[config.mk]
export PLATFORM = sky130hd
export DESIGN_NAME = hdmi_mode_sequencer
export DESIGN_NICKNAME = d
export VERILOG_FILES = /design/src/rtl/hdmi_mode_sequencer.sv
export SDC_FILE = /design/constraint.sdc
export NUM_CORES = 1
export LEC_CHECK = 0
export ABC_AREA = 1
export CAP_MARGIN = 5
export CORE_ASPECT_RATIO = 1.5
export CORE_MARGIN = 2
export CORE_UTILIZATION = 53
export DETAILED_ROUTE_END_ITERATION = 16
export GPL_ROUTABILITY_DRIVEN = 0
export PLACE_DENSITY_LB_ADDON = 0.1
export SLEW_MARGIN = 5
export SYNTH_ARGS = -nofsm -noshare
export SYNTH_HDL_FRONTEND = slang
export SYNTH_SLANG_ARGS = --single-unit
[constraint.sdc]
create_clock -name clk -period 3.2 [get_ports clk]
set_input_delay 0.8 -clock clk [delete_from_list [all_inputs] [get_ports clk]]
set_output_delay 0.8 -clock clk [all_outputs]
set_load 0.02 [all_outputs]
[src/rtl/hdmi_mode_sequencer.sv]
// hdmi_mode_sequencer: holds the HDMI encoder in reset until the ST video mode is stable, releases it on the analyzer resync, mutes audio ahead of mode changes.
// All outputs registered (no backpressure); define HDMI_SEQ_BLANK_EN to force video_blank outside RUN.
module hdmi_mode_sequencer #(
   parameter int SETTLE_FRAMES = 4,
   parameter int MUTE_CYCLES   = 64,
   parameter int ALIGN_TIMEOUT = 1048576
) (
   input  logic       clk,
   input  logic       reset,
   input  logic       pll_lock,
   input  logic       vs_n,
   input  logic [1:0] mode_in,
   input  logic       vreset_in,
   output logic [1:0] mode_out,
   output logic       hdmi_reset,
   output logic       sd_bypass,
   output logic       audio_mute,
   output logic       aligned,
   output logic       video_blank
);

   localparam logic [3:0]  SETTLE_LAST = 4'(SETTLE_FRAMES);
   localparam logic [7:0]  MUTE_LAST   = 8'(MUTE_CYCLES - 1);
   localparam logic [20:0] TMO_LAST    = 21'(ALIGN_TIMEOUT - 1);
`ifdef HDMI_SEQ_BLANK_EN
   localparam logic BLANK_ON = 1'b1;
`else
   localparam logic BLANK_ON = 1'b0;
`endif

   typedef enum logic [2:0] {
      S_WAIT_LOCK,
      S_SETTLE,
      S_ALIGN,
      S_RUN,
      S_MUTE
   } state_t;

   state_t      r_state;
   logic        r_lock_s1;
   logic        r_lock_s2;
   logic        r_vs_d1;
   logic        r_vs_d2;
   logic        r_frame_start;
   logic [1:0]  r_cand;
   logic [3:0]  r_cnt;
   logic [7:0]  r_mcnt;
   logic [20:0] r_tmo;
   logic [1:0]  r_mode_out;
   logic        r_hdmi_reset;
   logic        r_sd_bypass;
   logic        r_audio_mute;
   logic        r_aligned;
   logic        r_video_blank;

   logic [3:0]  w_cnt_inc;
   logic [7:0]  w_mcnt_inc;
   logic [20:0] w_tmo_inc;
   logic        w_mode_hit;

   assign w_cnt_inc  = (r_cnt == 4'hF) ? r_cnt : r_cnt + 4'd1;
   assign w_mcnt_inc = (r_mcnt == 8'hFF) ? r_mcnt : r_mcnt + 8'd1;
   assign w_tmo_inc  = (r_tmo == '1) ? r_tmo : r_tmo + 21'd1;
   assign w_mode_hit = (mode_in == r_cand) && (mode_in != 2'd3);

   // vs_n is edge-detected on registered copies so frame_start is a clean one-cycle pulse.
   always_ff @(posedge clk) begin
      if (reset) begin
         r_lock_s1     <= 1'b0;
         r_lock_s2     <= 1'b0;
         r_vs_d1       <= 1'b1;
         r_vs_d2       <= 1'b1;
         r_frame_start <= 1'b0;
      end else begin
         r_lock_s1     <= pll_lock;
         r_lock_s2     <= r_lock_s1;
         r_vs_d1       <= vs_n;
         r_vs_d2       <= r_vs_d1;
         r_frame_start <= r_vs_d2 & ~r_vs_d1;
      end
   end

   always_ff @(posedge clk) begin
      if (reset) begin
         r_state       <= S_WAIT_LOCK;
         r_cand        <= 2'd0;
         r_cnt         <= 4'd0;
         r_mcnt        <= 8'd0;
         r_tmo         <= 21'd0;
         r_mode_out    <= 2'd0;
         r_hdmi_reset  <= 1'b1;
         r_sd_bypass   <= 1'b0;
         r_audio_mute  <= 1'b1;
         r_aligned     <= 1'b0;
         r_video_blank <= 1'b1;
      end else if (!r_lock_s2) begin
         // Lock loss overrides everything; mode_out and aligned keep their last values.
         r_state       <= S_WAIT_LOCK;
         r_hdmi_reset  <= 1'b1;
         r_audio_mute  <= 1'b1;
         r_video_blank <= BLANK_ON;
      end else begin
         case (r_state)
            S_WAIT_LOCK: begin
               r_cand  <= mode_in;
               r_cnt   <= 4'd0;
               r_state <= S_SETTLE;
            end
            S_SETTLE: begin
               if (r_frame_start) begin
                  if (w_mode_hit) begin
                     r_cnt <= w_cnt_inc;
                     if (w_cnt_inc == SETTLE_LAST) begin
                        r_mode_out  <= r_cand;
                        r_sd_bypass <= (r_cand == 2'd2);
                        r_tmo       <= 21'd0;
                        r_state     <= S_ALIGN;
                     end
                  end else begin
                     r_cand <= mode_in;
                     r_cnt  <= 4'd0;
                  end
               end
            end
            S_ALIGN: begin
               if (vreset_in || (r_tmo == TMO_LAST)) begin
                  r_aligned     <= vreset_in;
                  r_hdmi_reset  <= 1'b0;
                  r_audio_mute  <= 1'b0;
                  r_video_blank <= 1'b0;
                  r_state       <= S_RUN;
               end else begin
                  r_tmo <= w_tmo_inc;
               end
            end
            S_RUN: begin
               if (r_frame_start && (mode_in != r_mode_out)) begin
                  r_mcnt        <= 8'd0;
                  r_audio_mute  <= 1'b1;
                  r_video_blank <= BLANK_ON;
                  r_state       <= S_MUTE;
               end
            end
            S_MUTE: begin
               if (r_mcnt == MUTE_LAST) begin
                  r_cand       <= mode_in;
                  r_cnt        <= 4'd0;
                  r_hdmi_reset <= 1'b1;
                  r_state      <= S_SETTLE;
               end else begin
                  r_mcnt <= w_mcnt_inc;
               end
            end
            default: begin
               r_state <= S_WAIT_LOCK;
            end
         endcase
      end
   end

   assign mode_out    = r_mode_out;
   assign hdmi_reset  = r_hdmi_reset;
   assign sd_bypass   = r_sd_bypass;
   assign audio_mute  = r_audio_mute;
   assign aligned     = r_aligned;
   assign video_blank = r_video_blank;

endmodule

==> metrics.md <==
| Metric | Value |
|---|---|
| Outcome | finished clean |
| Sink Count | 50 |
| Reg-to-Reg Start | r_cnt[0] |
| Synth cell count leaders | nand2_1, nor2_1, dfxtp_1 |
| Clock buffer depth | 2 |
| CTS tree | yes |
| Internal | 0.972 mW |
| CP endpoint kind | register |
| Leakage power | 1.23 nW |
| Clk slew on worst S/H paths | 0.09 ns |
| Area share of the largest cell type after synthesis | 0.336 |
| Grt ovf | 0 |
| Post-CTS Setup Repair Bufs | 0 |
| Ys async rst share | 0 |
| Worst skew pair latency | 0.30 ns |
| Die ar. | 0.00625 mm² |
| Setup-failing EPs final | 0 |
| Post-Route WL | 6.79 mm |
| Initial antenna violation count | 0 |
| First DRT Iteration DRCs | 142 |
| Sequential area share after synthesis | 0.336 |
| Post-CTS Resized | 0 |
| Total global routing track utilization | 0.239 |
| Most common cell in the netlist | nand2_1 |
| Power Density | 380 mW/mm² |
| Syn nets | 463 |
| RSZ-0062 raised after global routing | no |
| Area leader, netlist | dfxtp_1 |
| Largest net degree at the start of global routing | 21 |
| Initial Util | 0.547 |
| Layout cell share with drive strength beyond 1 | 0.123 |
| CTS Root Cell | clkbuf_8 |
| CP Launch Type | primary input |
| Yosys Warn Count | 0 |
| Min Tclk post-route | 2.56 ns |
| Comb pwr share | 0.060 |
| Register area | 0.00100 mm² |
| Measured slew at the worst slew-check pin | 0.677 ns |
| Hold crit path type | reg2reg |
| DR pass1 iterations | 4 |
| DPL Wire Length | 5.13 mm |
| Max Slew Vio Count | 0 |
| Area Growth Syn to Fin | 10.1% |
| Setup TNS | 0 ns |
| Hold Vio Cnt, Final | 0 |
| Final Cycle Share | 0.800 |
| Vias in the first global route | 2689 |
| I/O pins | 14 |
| Cell count of the worst reg-to-reg path | 13 |
| Cell count after synthesis | 453 |
| Post-Syn Area | 0.00298 mm² |
| Yosys reg bits | 50 |
| Worst hold path stage count | 2 |
| Clk network pwr share | 0.427 |
| Max Cap Violations | 0 |
| Routed Antenna Nets | 0 |
| Worst path cell trace | clkdlybuf4s50_1, inv_1, nand3_1, o21ai_0, nand3_1, nand2_1, nand2_1, nor2_8, nand3_4, inv_2, nor2_1, nor2_1 |
| Seq pwr share | 0.513 |
| Critical Path Source | mode_in[1] |
| Slowest CP cell | clkdlybuf4s50_1 |
| Dominant cells by area after synthesis | dfxtp_1, nand2_1, nor2_1, nand3_1, inv_1 |
| CTS Buf Count | 5 |
| Library cells used by synthesis | 34 |
| Fillcell total | 571 |
| EDFF count, synth | 0 |
| Hold Startpoint | r_lock_s1 |
| H-tree Lvls | 2 |
| Switching share of power | 0.220 |
| Peak supply drop | 0.000293 V |
| Psw | 0.275 mW |
| Worst path arrival time | 2.81 ns |
| Avg Synthesized Cell Area | 6.58 µm² |
| Clock skew | 0.00324 ns |
| Reg-to-reg slack, setup | 0.99 ns |
| Worst Setup Slack, final | 0.640 ns |
| Final Net Count | 474 |
| Via count | 2836 |
| Slew headroom | 0.548 |
| Worst setup path category | in2reg |
| Dpl ws | 0.296 ns |
| CP max FO | 18 |
| Design Power | 1.25 mW |
| Top_reg_cell synth | dfxtp_1 |
| DRC violation count after routing | 0 |
| Max Freq | 0.391 GHz |
| First-pass GRT wire length | 11.8 mm |
| Diode count | 0 |
| Die Y-Extent | 95.9 µm |
| Final core utilization | 0.602 |
| # port buffers | 13 |
| Die X-Extent | 65.2 µm |
| CTS Hold Bufs | 0 |
| Vias per Instance | 5.30 |
| Core ar. | 0.00545 mm² |
| Num rows | 33 |
| CP Data Required Time | 3.45 ns |
| Crit path largest cell delay | 0.48 ns |
| Routed length per instance | 12.7 µm |
| Area of the multi-input gates | 0.00174 mm² |
[power groups by stage]
stage | sequential, mW | combinational, mW | clock, mW
2_1_floorplan | 0.653 | 0.0537 | 0
3_3_place_gp | 0.654 | 0.0742 | 0
3_5_place_dp | 0.654 | 0.0756 | 0
4_1_cts | 0.640 | 0.0760 | 0.546
5_1_grt | 0.641 | 0.0849 | 0.570
6_report | 0.640 | 0.0751 | 0.532
[per-stage QoR]
stage,hold WS [ns],area (µm²),std cells
finish,0.408,3280,535
global route,0.423,3280,535
CTS,0.411,3280,535
detailed placement,0.397,3150,527
global placement,0.388,3150,527
floorplan,0.388,2980,453
[per-layer routing]
metal | GRT usage | share of wire | vias to the layer above | wire length (µm)
met4 | 0.106 | 0.030 | 0 | 203
met3 | 0.0351 | 0.025 | 18 | 169
met5 | 0 | 0 | - | 0
met1 | 0.247 | 0.41 | 1273 | 2790
li1 | - | - | 1489 | -
met2 | 0.465 | 0.53 | 56 | 3620
[cells by family after synthesis]
group,after synthesis,synth area share
simple gates,285,0.446
compound gates,48,0.0965
buf+inv,58,0.0822
flops,50,0.336
fa+ha+maj,3,0.0126
xor+xnor,9,0.0264
[path summary, 6_finish.rpt]
kind / endpoint
worst min-delay path: r_lock_s2
worst max register to register: r_tmo[14]
worst max-delay path: r_tmo[14]
worst min register to register: r_lock_s2
[flip-flops by register name (all words and copies together), names as in the netlist]
register and count:
r_frame_start 1, video_blank 1, r_vs_d2 1, r_lock_s2 1
r_lock_s1 1, r_mcnt 8, r_state 3, r_tmo 21
r_cnt 4, mode_out 2, aligned 1, sd_bypass 1
r_cand 2, audio_mute 1, hdmi_reset 1, r_vs_d1 1
[critical path: cells and delay by family]
kind                   cells  cell delay, ns
and+or+nand+nor            8            1.08
buffers and inverters      3            0.81
AOI/OAI and AO/OA          1            0.11
[placed cells by master, fill, tap and decap left out, types with 2 or more instances in the layout]
cell / netlist / routed
o211ai_1: 3 / 3
inv_2: 6 / 6
nand3_2: 5 / 5
buf_4: 3 / 2
nand3_1: 31 / 31
nor4_1: 3 / 3
a211oi_1: 3 / 3
or2_2: 7 / 7
clkdlybuf4s50_1: 0 / 13
nand2_1: 114 / 114
xor2_1: 5 / 5
nor2_1: 76 / 76
xnor2_1: 4 / 4
nor2_2: 6 / 6
o21bai_1: 3 / 3
dfxtp_1: 50 / 50
a21oi_2: 6 / 6
inv_1: 40 / 40
o21ai_0: 10 / 10
nand2_2: 12 / 12
nor3_1: 2 / 2
clkbuf_8: 0 / 5
nand3b_1: 2 / 2
ha_1: 3 / 3
nand4_1: 22 / 22
bufinv_16: 0 / 2
a21oi_1: 22 / 22
[cell type report]
cell class | count | share of cell area
inverters | 47 | 0.0537
clock inverters | 3 | 0.0210
repair buffers | 15 | 0.0442
multi-input cells | 345 | 0.529
clock buffers | 5 | 0.0210
flip-flops and latches | 50 | 0.305
well taps | 70 | 0.0267
No activity file was read; power rests on OpenSTA's default activity.
